## config.mk

```make
export PLATFORM = sky130hd
export DESIGN_NAME = addsub_serial
export DESIGN_NICKNAME = d
export VERILOG_FILES = /design/src/rtl/addsub_serial.sv
export SDC_FILE = /design/constraint.sdc
export NUM_CORES = 1
export LEC_CHECK = 0
export CORE_MARGIN = 5
export CORE_UTILIZATION = 50
export DETAILED_ROUTE_END_ITERATION = 16
export PLACE_DENSITY = 0.77
export REMOVE_ABC_BUFFERS = 1
export SKIP_LAST_GASP = 1
export SLEW_MARGIN = 20
export SYNTH_ARGS = -nofsm -noshare
export SYNTH_HDL_FRONTEND = slang
export SYNTH_SLANG_ARGS = --single-unit
export TNS_END_PERCENT = 10
```

## constraint.sdc

```tcl
create_clock -name clk -period 4.1 [get_ports clk]
set_clock_uncertainty 0.05 [all_clocks]
set_input_delay 0.82 -clock clk [delete_from_list [all_inputs] [get_ports clk]]
set_output_delay 0.82 -clock clk [all_outputs]
set_load 0.005 [all_outputs]
```

## src/rtl/addsub_serial.sv

```systemverilog
// Digit-serial adder/subtractor: processes DIGIT bits per cycle over WIDTH/DIGIT cycles,
// with valid/ready handshakes on input and output, carry/no-borrow and signed overflow.
module addsub_serial #(
  parameter int unsigned WIDTH = 8,
  parameter int unsigned DIGIT = 2
) (
  input  logic             clk,
  input  logic             rst,
  input  logic             in_valid,
  output logic             in_ready,
  input  logic [WIDTH-1:0] in_a,
  input  logic [WIDTH-1:0] in_b,
  input  logic             in_sub,
  output logic             out_valid,
  input  logic             out_ready,
  output logic [WIDTH:0]   out,
  output logic             out_ovf
);

  localparam int unsigned Digits = WIDTH / DIGIT;
  localparam int unsigned CntW   = (Digits > 1) ? $clog2(Digits) : 1;

  typedef enum logic [1:0] {StIdle, StBusy, StDone} state_e;

  state_e            state_q;
  logic [WIDTH-1:0]  a_q;
  logic [WIDTH-1:0]  b_q;
  logic [WIDTH-1:0]  res_q;
  logic              carry_q;
  logic [CntW-1:0]   cnt_q;

  logic [DIGIT:0]    dsum;
  logic [WIDTH-1:0]  res_next;
  logic              last;
  logic              dig_ovf;

  always_comb begin
    dsum     = {1'b0, a_q[DIGIT-1:0]} + {1'b0, b_q[DIGIT-1:0]} + {{DIGIT{1'b0}}, carry_q};
    // Sum digits enter from the MSB side; written as a shift so DIGIT == WIDTH needs no slice.
    res_next = WIDTH'({dsum[DIGIT-1:0], res_q} >> DIGIT);
    last     = (cnt_q == CntW'(Digits - 1));
    // On the final digit the operand MSBs sit at DIGIT-1 after all prior shifts.
    dig_ovf  = (a_q[DIGIT-1] == b_q[DIGIT-1]) && (dsum[DIGIT-1] != a_q[DIGIT-1]);
  end

  always_ff @(posedge clk) begin
    if (rst) begin
      state_q   <= StIdle;
      in_ready  <= 1'b1;
      out_valid <= 1'b0;
      out       <= '0;
      out_ovf   <= 1'b0;
      a_q       <= '0;
      b_q       <= '0;
      res_q     <= '0;
      carry_q   <= 1'b0;
      cnt_q     <= '0;
    end else begin
      case (state_q)
        StIdle: begin
          if (in_valid) begin
            a_q      <= in_a;
            b_q      <= in_sub ? ~in_b : in_b;
            carry_q  <= in_sub;
            cnt_q    <= '0;
            in_ready <= 1'b0;
            state_q  <= StBusy;
          end
        end
        StBusy: begin
          a_q     <= a_q >> DIGIT;
          b_q     <= b_q >> DIGIT;
          res_q   <= res_next;
          carry_q <= dsum[DIGIT];
          cnt_q   <= cnt_q + 1'b1;
          if (last) begin
            out       <= {dsum[DIGIT], res_next};
            out_ovf   <= dig_ovf;
            out_valid <= 1'b1;
            state_q   <= StDone;
          end
        end
        StDone: begin
          if (out_ready) begin
            out_valid <= 1'b0;
            in_ready  <= 1'b1;
            state_q   <= StIdle;
          end
        end
        default: state_q <= StIdle;
      endcase
    end
  end

endmodule

```

==> results of run 1 <==
## worst register-to-register path, delay by kind of cell (launching register included)
family                   cells  cell delay [ns]
AO/OA/AOI/OAI                1             0.14
XOR/XNOR                     1             0.16
adder cells (fa/ha/maj)      2             0.95
buffers and inverters        1             0.08
flip-flops                   1             0.35
AND/OR/NAND/NOR              1             0.30
## metal layers
metal / up-vias / GRT usage / part of all wire
met5: - / 0 / 0
met4: 0 / 0.07021 / 0.024
met1: 677 / 0.1712 / 0.42
met3: 9 / 0.05165 / 0.057
met2: 52 / 0.2827 / 0.50
li1: 742 / - / -
## worst paths after layout
path	from	endpoint	slack [ns]	cells past startpoint
setup reg to reg	a_q[0]$_SDFFE_PP0P_	out_ovf$_SDFFE_PP0P_	2.03	6
setup / recovery	rst	b_q[1]$_SDFFE_PP0P_	1.97	3
hold / removal	out[3]$_SDFFE_PP0P_	out[3]$_SDFFE_PP0P_	0.42	2
hold reg to reg	out[3]$_SDFFE_PP0P_	out[3]$_SDFFE_PP0P_	0.42	2
## registers in the layout, summed over array words and instances (netlist names)
register and flops:
state_q 2, cnt_q 2, in_ready 1, out 9, carry_q 1, out_ovf 1
b_q 8, out_valid 1, res_q 6, a_q 8
## layout make-up
type / count / area [sq um]
Sequential cell: 39 / 780.7
Clock inverter: 3 / 43.79
Tap cell: 46 / 57.56
Clock buffer: 5 / 37.54
Fill cell: 313 / 1236
Timing Repair Buffer: 33 / 327.8
Inverter: 9 / 33.78
Multi-Input combinational cell: 135 / 898.4
## cell families after synthesis
| family | count (synthesis) | share of synthesized area |
|---|---|---|
| AND/OR/NAND/NOR | 61 | 0.1799 |
| adder cells (fa/ha/maj) | 4 | 0.03584 |
| AO/OA/AOI/OAI | 61 | 0.2357 |
| XOR/XNOR | 9 | 0.04342 |
| buffers and inverters | 23 | 0.07511 |
| flip-flops | 39 | 0.4300 |
## cells in the mapped netlist, drive strengths merged
cell,n,area share
a32oi,1,0.0048
a2bb2oi,2,0.0097
o21bai,2,0.014
o21ba,1,0.0055
or3,2,0.0069
nand2,27,0.056
inv,9,0.019
nand2b,3,0.014
a211oi,6,0.025
dfxtp,39,0.43
nor2,11,0.023
xor2,3,0.014
a21o,1,0.0041
ha,2,0.014
a22oi,8,0.033
xnor2,6,0.029
buf,11,0.045
o221a,2,0.012
nor3,3,0.0083
or2b,3,0.012
o22ai,7,0.028
nor3b,1,0.0041
and3b,1,0.0055
fa,2,0.022
a21oi,21,0.058
nand3,1,0.0028
a221oi,3,0.018
nand3b,2,0.015
clkbuf,3,0.012
and2b,1,0.0041
o21ai,5,0.014
or3b,4,0.019
a221o,1,0.0055
o31ai,1,0.0041
nor2b,2,0.0083
## through the flow
step | setup slack [ns] | hold slack, ns | std cells
2_1_floorplan | 2.142 | 0.3760 | 183
3_3_place_gp | 1.668 | 0.3899 | 262
3_5_place_dp | 1.622 | 0.4018 | 262
4_1_cts | 1.975 | 0.4199 | 270
5_1_grt | 1.860 | 0.4410 | 270
6_report | 1.965 | 0.4162 | 270
## where the power goes
part | switching, mW | internal [mW]
Clock | 0.131 | 0.128
Combinational | 0.0556 | 0.0587
Sequential | 0.0175 | 0.399
==> results by group, run 1 <==
Layout
  – # nets final: 248
  – Cell area after layout: 0.002180 sq mm
  – Commonest non-fill, non-tap cell in the layout: dfxtp_1
  – Layout area overhead: 20.06%
  – Commonest cells after routing, fill and taps aside: dfxtp_1, clkdlybuf4s50_1, nand2_1, a21oi_1, nor2_1
  – Number of diodes: 0
  – Layout cells sized above 1: 0.08929
  – Final Util: 0.6381

Clocking
  – Clock buffer depth: 2
  – CTS Buf Count: 5
  – Clock transition at the registers of the reported paths: 0.13 ns
  – Number of setup buffers added after CTS: 0
  – Post-CTS Hold Buffers: 0
  – Clock root buffer master: clkbuf_4
  – H-tree Lvls: 2
  – Cts repair resizes: 0
  – Clk sinks: 39
  – CTS tree: done
  – Insertion delay to the later sink of the worst-skew pair: around 0.35 ns

Pwr
  – VDD IR max: 237.9 uV
  – Final Total Pwr: slightly below 0.8 mW
  – Power Dens Cells: 363.0 mW/mm^2
  – Leakage: 0.7908 nW

Worst setup path
  – Worst setup EP type: register
  – Critical Path Slowest Stage Cell: clkdlybuf4s50_1
  – Worst path arrival time: 2.36 ns
  – Crit path cell chain: clkdlybuf4s50_1 > or3_1 > o22ai_1
  – Worst setup SP type: primary input
  – Critical path fanouts, max: 20
  – WP data required: 4.33 ns
  – Setup CP Type: primary input to register
  – Delay of the slowest cell on the worst path: about 0.75 ns
  – Family with the most delay on the worst path: buffers and inverters
  – Buffers and inverters on the worst path: 1

Floorplan
  – Core Region: 0.003416 sq mm
  – Vert. Die Dim: 70.26 um
  – Ports: 33
  – Die X: 70.26 um
  – Number of cell rows: 21
  – Starting Density: 0.5315
  – Full die area: approximately 0.0049 sq mm

Timing
  – Fmax achieved: 0.4685 GHz
  – TNS Setup: 0 ns
  – Period utilization: 0.5206
  – Slew @ Worst Pin: approximately 0.83 ns
  – RSZ-0062 raised after global routing: false
  – Fin crit period: 2.135 ns
  – Final-report setup violation count: 0
  – Final Hold Vio Count: 0
  – Final Max Tran Viols: 0
  – Rel. slew slack: 0.4436

Drt
  – Vias per inst: around 5.5
  – Final ANT Viol Nets: 0
  – Pre-antenna DRT Iters: 4
  – Residual DRC: 0
  – Drt first-iter violations: 57
  – WL final: 3.647 mm
  – Via Count: 1480
  – Avg WL per Cell: 13.51 um

GRT
  – Pin count of the biggest net entering global routing: 27
  – Number of global-route vias before repair: 1470
  – Grt ovf: 0
  – Initial antenna violation count: 0
  – Total track usage: 0.1596
  – First-pass GRT wire length: 6.375 mm

Placed design
  – Post-DP HPWL: 2.650 mm
  – Post-DP Area: 0.002098 sq mm
  – PortBufs: 32
  – Gpl congestion: 0.7586

Logic synthesis
  – Synth unique cells: 45
  – Cell area after synthesis: 0.001815 sq mm
  – Syn avg cell area: 9.216 sq um
  – Flops & latches, synth: 39
  – Mapped Cells: 197
  – YS warnings: 0
  – Sequential share of the synthesized area: 0.4300

Run status
  – Status: completed

Worst hold path
  – Worst min-delay path class: register to register

Run
  – Max-Cap Viols: 0
No activity file was read; power rests on OpenSTA's default activity.
==> run 2, diff against run 1 <==
- clock period: 4.1 -> 2.2 ns (I/O delays scaled with it)
==> run 2 against run 1 <==
Effect of this change:
- worst setup slack lost 1.8 ns
- non-clock buffer count increased by 7
- register-to-register slack got worse by 1.9 ns
- via count is 2.4% higher
- clock-buffer cell count is 1 higher
- largest power group unchanged
- clock power is 93% higher
- first-iteration DRC count up 44%
==> results by group, run 2 (synthesis results as in run 1) <==
Run status
  – Status: completed

Worst setup path
  – Worst Reg-to-Reg Cells: 6 (unchanged)
  – Worst setup SP type: register
  – Critical path fanouts, max: 3 (-85%)
  – Worst setup EP type: register
  – WP data required: 2.44 ns (-1.89 ns)
  – Worst path arrival time: 2.32 ns (-0.04 ns)
  – FF-to-FF End: out_ovf$_SDFFE_PP0P_
  – Setup CP Type: register to register
  – Worst r2r src: a_q[0]$_SDFFE_PP0P_
  – R2r setup slk: 0.12 ns (-1.91 ns)

Worst hold path
  – Worst hold stages: 2 (unchanged)
  – Hold-critical path endpoint: out[0]$_SDFFE_PP0P_
  – Worst min-delay path class: register to register
  – Worst hold start: res_q[2]$_SDFFE_PP0P_

GRT
  – Initial antenna violation count: 0 (unchanged)
  – Total track usage: 0.1634 (+0.003811)
  – Grt ovf: 0 (unchanged)
  – Pin count of the biggest net entering global routing: 19 (-30%)
  – First-pass GRT wire length: 6.561 mm (+2.9%)
  – Number of global-route vias before repair: 1432 (-2.6%)

Timing
  – RSZ-0062 raised after global routing: false
  – Final worst slack: 0.1232 ns (-1.842 ns)
  – Slew @ Worst Pin: 0.5938 ns (-0.2397 ns)
  – Final Hold Vio Count: 0 (unchanged)
  – Final-report setup violation count: 0 (unchanged)
  – Fin crit period: around 2.1 ns
  – Rel. slew slack: 0.6036 (+0.1600)
  – Period utilization: 0.9440
  – Fmax achieved: slightly below 0.5 GHz
  – TNS Setup: 0 ns (unchanged)
  – Final Max Tran Viols: 0 (unchanged)

Layout
  – Commonest cells after routing, fill and taps aside: dfxtp_1, clkdlybuf4s50_1, nand2_1, a21oi_1, nor2_1
  – Commonest non-fill, non-tap cell in the layout: dfxtp_1
  – Area of the multi-input gates: 898.4 sq um (unchanged)
  – Sequential cell area: 780.7 sq um (unchanged)
  – Layout area overhead: 23.23%
  – Number of diodes: 0 (unchanged)
  – # nets final: 255 (+2.8%)
  – Final Util: 0.6549 (+0.01685)
  – Layout cells sized above 1: 0.1169 (+0.02760)
  – Top Registers: out: 9 flops, a_q: 8 flops, b_q: 8 flops
  – Max reg flops: 9 (unchanged)
  – Cell area after layout: 0.002237 sq mm (+2.6%)
  – Top reg by flops: out
  – Fill cells: 294 (-6.1%)

Clocking
  – Insertion delay to the later sink of the worst-skew pair: 0.35 ns (about the same)
  – Clock root buffer master: clkbuf_4
  – Clock transition at the registers of the reported paths: 0.11 ns (-0.02 ns)
  – CTS tree: done
  – CTS Buf Count: 5 (unchanged)
  – Clk sinks: 39 (unchanged)
  – H-tree Lvls: 2 (unchanged)
  – Clock buffer depth: 2 (unchanged)
  – Number of setup buffers added after CTS: 0 (unchanged)
  – Post-CTS Hold Buffers: 0 (unchanged)
  – Cts repair resizes: 0 (unchanged)

Drt
  – Residual DRC: 0 (unchanged)
  – Avg WL per Cell: 13.85 um (+2.6%)
  – Met3 routed wirelength: 194 um (-6.3%)
  – Drt first-iter violations: 82 (+44%)
  – Highest routed layer: met4
  – Pre-antenna DRT Iters: 4 (unchanged)
  – WL final: 3.837 mm (+5.2%)
  – Routed met2 length: 1.970 mm (+8.7%)
  – Vias per inst: 5.469 (-0.22%)
  – WL met1: 1.604 mm (+4.3%)
  – Final ANT Viol Nets: 0 (unchanged)
  – Via Count: 1515 (+2.4%)

Placed design
  – Post-DP HPWL: 2.828 mm (+6.7%)
  – PortBufs: 32 (unchanged)
  – Gpl congestion: 0.8286 (+9.2%)
  – Place WS: 0.1433 ns (-1.479 ns)
  – Post-DP Area: 0.002151 sq mm (+2.5%)

Floorplan
  – Starting Density: 0.5315 (unchanged)
  – Ports: 33 (unchanged)
  – Number of cell rows: 21 (unchanged)
  – Full die area: 0.004936 sq mm (unchanged)
  – Die X: 70.26 um (unchanged)
  – Vert. Die Dim: 70.26 um (unchanged)
  – Core Region: 0.003416 sq mm (unchanged)

Pwr
  – Switch Pwr: 0.3731 mW (+82%)
  – Sw Ratio: 0.2480 (-0.01058)
  – Leakage: 0.8288 nW (+4.8%)
  – VDD IR max: 380.7 uV (+60%)
  – Clock network fraction of total power: 0.334 (+0.006)
  – Final Total Pwr: 1.505 mW (+90%)
  – Comb pwr share: 0.153 (+0.009)
  – Power Dens Cells: 672.5 mW/mm^2 (+85%)
  – Reg power frac: 0.513 (-0.014)
  – Internal power: 1.131 mW (+93%)

Run
  – Max-Cap Viols: 0 (unchanged)
[run 2: cell count changes in the layout (fill, tap and decap cells not counted), sizes merged]
| cell | previous run | this run |
|---|---|---|
| clkinv | 2 | 1 |
| clkbuf | 5 | 6 |
| buf | 1 | 8 |
[run 2: area by class of cell]
| class | instances | share of cell area |
|---|---|---|
| Multi-Input combinational cell | 135 | 0.4016 |
| Sequential cell | 39 | 0.3490 |
| Timing Repair Buffer | 40 | 0.1700 |
| Tap cell | 46 | 0.02573 |
| Clock buffer | 6 | 0.02293 |
| Clock inverter | 2 | 0.01566 |
| Inverter | 9 | 0.01510 |
[run 2: layer usage]
layer / vias up / GRT usage
met5: - / 0
met3: 7 / 0.03874
met1: 715 / 0.1871
met2: 36 / 0.2869
met4: 0 / 0.07021
li1: 757 / -
[run 2: worst max path at each step]
stage                              startpoint  slack [ns]              endpoint  cells past startpoint
after floorplan           a_q[0]$_SDFFE_PP0P_        0.24  out_ovf$_SDFFE_PP0P_                      6
after global placement    a_q[0]$_SDFFE_PP0P_        0.20  out_ovf$_SDFFE_PP0P_                      6
after detailed placement  a_q[0]$_SDFFE_PP0P_        0.14  out_ovf$_SDFFE_PP0P_                      6
after CTS                 a_q[0]$_SDFFE_PP0P_        0.12  out_ovf$_SDFFE_PP0P_                      6
after global routing      a_q[0]$_SDFFE_PP0P_        0.02  out_ovf$_SDFFE_PP0P_                      6
final                     a_q[0]$_SDFFE_PP0P_        0.12  out_ovf$_SDFFE_PP0P_                      6
[run 2: worst max-delay path: stages, from the launching register on]
cell and delay [ns]:
dfxtp_1 0.35, inv_1 0.07, fa_1 0.44, fa_1 0.50, xor2_1 0.16, or3_1 0.30, a21oi_1 0.16
[run 2: per-stage QoR]
stage                     cells  hold WS [ns]
after floorplan             183        0.3760
after global placement      269        0.3914
after detailed placement    269        0.3969
after CTS                   277        0.4128
after global routing        277        0.4322
final                       277        0.4098
[run 2: power groups by stage]
stage / combinational, mW / clock, mW / sequential (mW)
floorplan: 0.128 / 0 / 0.784
global placement: 0.221 / 0 / 0.785
detailed placement: 0.230 / 0 / 0.787
CTS: 0.232 / 0.507 / 0.771
global route: 0.255 / 0.538 / 0.776
finish: 0.231 / 0.502 / 0.772
==> run 3, diff against run 2 <==
- CORE_MARGIN: 5 -> default
==> run 3 against run 2 <==
Effect of this change:
- sequential share of layout area shrank 0.12 points
- global-route usage grew 4.3 points
- total power grew 5.6%
- clock-buffer cell count is the same
- die area shrank 21%
- sequential power is essentially flat
- largest cell class unchanged
- critical path depth is the same
==> results by group, run 3 (synthesis results as in run 1) <==
Worst setup path
  – Worst setup EP type: register
  – R2r setup slk: 0.1 ns (-0.02 ns)
  – Worst setup SP type: register
  – WP data required: 2.43 ns (about the same)
  – Setup CP Type: register to register
  – Worst r2r src: a_q[0]$_SDFFE_PP0P_
  – FF-to-FF End: out_ovf$_SDFFE_PP0P_
  – Worst path arrival time: 2.34 ns (+0.02 ns)
  – Worst Reg-to-Reg Cells: 6 (unchanged)
  – Critical path fanouts, max: 3 (unchanged)

Floorplan
  – Core Region: 0.003416 sq mm (unchanged)
  – Starting Density: 0.5315 (unchanged)
  – Die X: 62.26 um (-11%)
  – Vert. Die Dim: 62.26 um (-11%)
  – Ports: 33 (unchanged)
  – Number of cell rows: 21 (unchanged)
  – Full die area: 0.003876 sq mm (-21%)

Pwr
  – Clock network fraction of total power: 0.370 (+0.036)
  – Comb pwr share: 0.145 (-0.008)
  – Switch Pwr: 0.3724 mW (-0.20%)
  – VDD IR max: 447.1 uV (+17%)
  – Internal power: 1.216 mW (+7.5%)
  – Power Dens Cells: 707.7 mW/mm^2 (+5.2%)
  – Leakage: 0.8282 nW (about the same)
  – Sw Ratio: 0.2344 (-0.01357)
  – Reg power frac: 0.485 (-0.028)

Clocking
  – CTS tree: done
  – Clk sinks: 39 (unchanged)
  – CTS Buf Count: 5 (unchanged)
  – Number of setup buffers added after CTS: 0 (unchanged)
  – H-tree Lvls: 2 (unchanged)
  – Clock transition at the registers of the reported paths: 0.11 ns (about the same)
  – Insertion delay to the later sink of the worst-skew pair: 0.35 ns (about the same)
  – Cts repair resizes: 0 (unchanged)
  – Clock buffer depth: 2 (unchanged)
  – Clock root buffer master: clkbuf_4
  – Post-CTS Hold Buffers: 0 (unchanged)

Layout
  – Final Util: 0.6571 (+0.002198)
  – Layout cells sized above 1: 0.1087 (-0.008187)
  – Commonest cells after routing, fill and taps aside: dfxtp_1, clkdlybuf4s50_1, nand2_1, a21oi_1, nor2_1
  – Cell area after layout: 0.002245 sq mm (+0.34%)
  – Layout area overhead: 23.64%
  – Number of diodes: 0 (unchanged)
  – # nets final: 254 (-0.39%)
  – Max reg flops: 9 (unchanged)
  – Top reg by flops: out
  – Top Registers: out: 9 flops, a_q: 8 flops, b_q: 8 flops
  – Commonest non-fill, non-tap cell in the layout: dfxtp_1

Placed design
  – Place WS: 0.1242 ns (-0.01910 ns)
  – Post-DP Area: 0.002143 sq mm (-0.35%)
  – PortBufs: 32 (unchanged)
  – Post-DP HPWL: 2.671 mm (-5.6%)
  – Gpl congestion: 0.8174 (-1.4%)

GRT
  – Number of global-route vias before repair: 1452 (+1.4%)
  – Grt ovf: 0 (unchanged)
  – First-pass GRT wire length: 6.354 mm (-3.2%)
  – Pin count of the biggest net entering global routing: 27 (+8)
  – Total track usage: 0.2068 (+0.04339)
  – Initial antenna violation count: 0 (unchanged)

Timing
  – RSZ-0062 raised after global routing: false
  – Final Hold Vio Count: 0 (unchanged)
  – Final Max Tran Viols: 0 (unchanged)
  – Final worst slack: 0.09897 ns (-0.02422 ns)
  – Period utilization: 0.9550 (+0.01101)
  – Rel. slew slack: 0.7037 (+0.1001)
  – Slew @ Worst Pin: 0.4425 ns (-0.1513 ns)
  – Hold_ws: 0.4123 ns (+0.002433 ns)
  – Fin crit period: 2.101 ns (+0.02422 ns)
  – Final-report setup violation count: 0 (unchanged)
  – TNS Setup: 0 ns (unchanged)
  – Fmax achieved: 0.4760 GHz (-1.2%)

Run
  – Max-Cap Viols: 0 (unchanged)

Drt
  – WL final: 3.649 mm (-4.9%)
  – Avg WL per Cell: 13.22 um (-4.6%)
  – Drt first-iter violations: 40 (-51%)
  – Via Count: 1489 (-1.7%)
  – Pre-antenna DRT Iters: 4 (unchanged)
  – Vias per inst: 5.395 (-1.4%)
  – Final ANT Viol Nets: 0 (unchanged)
  – Residual DRC: 0 (unchanged)

Worst hold path
  – Worst hold stages: 2 (unchanged)
  – Hold-critical path endpoint: out[1]$_SDFFE_PP0P_
  – Worst hold start: out[1]$_SDFFE_PP0P_
  – Worst min-delay path class: register to register

Run status
  – Status: completed
## run 3: changes by cell type in the layout (fill, tap and decap cells not counted), sizes merged
| cell | before | now |
|---|---|---|
| buf | 8 | 7 |
| bufinv | 1 | 2 |
| clkinv | 1 | 0 |
## run 3: through the flow
stage          power, mW  instances
2_1_floorplan     0.9117        183
3_3_place_gp       1.005        268
3_5_place_dp       1.014        268
4_1_cts            1.598        276
5_1_grt            1.660        276
6_report           1.589        276
## run 3: layout make-up
class                   count  area [sq um]
inverters                   9         33.78
well taps                  46         57.56
flip-flops and latches     39         780.7
fillers                   293          1171
multi-input cells         135         898.4
clock inverters             2         60.06
clock buffers               6         41.29
repair buffers             39         372.9
## run 3: power groups by stage
| stage | Combinational (mW) | Clock (mW) | Sequential (mW) |
|---|---|---|---|
| 6_report | 0.231 | 0.588 | 0.770 |
| 3_3_place_gp | 0.221 | 0 | 0.784 |
| 2_1_floorplan | 0.128 | 0 | 0.784 |
| 4_1_cts | 0.231 | 0.597 | 0.770 |
| 3_5_place_dp | 0.229 | 0 | 0.786 |
| 5_1_grt | 0.257 | 0.628 | 0.776 |
## run 3: worst max path at each step
stage / from / endpoint / slack [ns] / cells after the start
2_1_floorplan: a_q[0]$_SDFFE_PP0P_ / out_ovf$_SDFFE_PP0P_ / 0.24 / 6
3_5_place_dp: a_q[0]$_SDFFE_PP0P_ / out_ovf$_SDFFE_PP0P_ / 0.12 / 6
4_1_cts: a_q[0]$_SDFFE_PP0P_ / out_ovf$_SDFFE_PP0P_ / 0.09 / 6
6_report: a_q[0]$_SDFFE_PP0P_ / out_ovf$_SDFFE_PP0P_ / 0.1 / 6
5_1_grt: a_q[0]$_SDFFE_PP0P_ / out_ovf$_SDFFE_PP0P_ / 0.01 / 6
3_3_place_gp: a_q[0]$_SDFFE_PP0P_ / out_ovf$_SDFFE_PP0P_ / 0.20 / 6
## run 3: layer usage
layer / global-route usage / up-vias / part of all wire / wire [um]
met5: 0 / - / 0 / 0
met4: 0.08140 / 0 / 0.025 / 93
met3: 0.06250 / 12 / 0.047 / 170
met2: 0.3668 / 40 / 0.50 / 1809
met1: 0.2301 / 681 / 0.43 / 1576
li1: - / 756 / - / -
## run 3: critical path: stages, from the launching register on
cell     delay, ns
dfxtp_1       0.35
inv_1         0.07
fa_1          0.44
fa_1          0.50
xor2_1        0.16
or3_1         0.30
a21oi_1       0.16
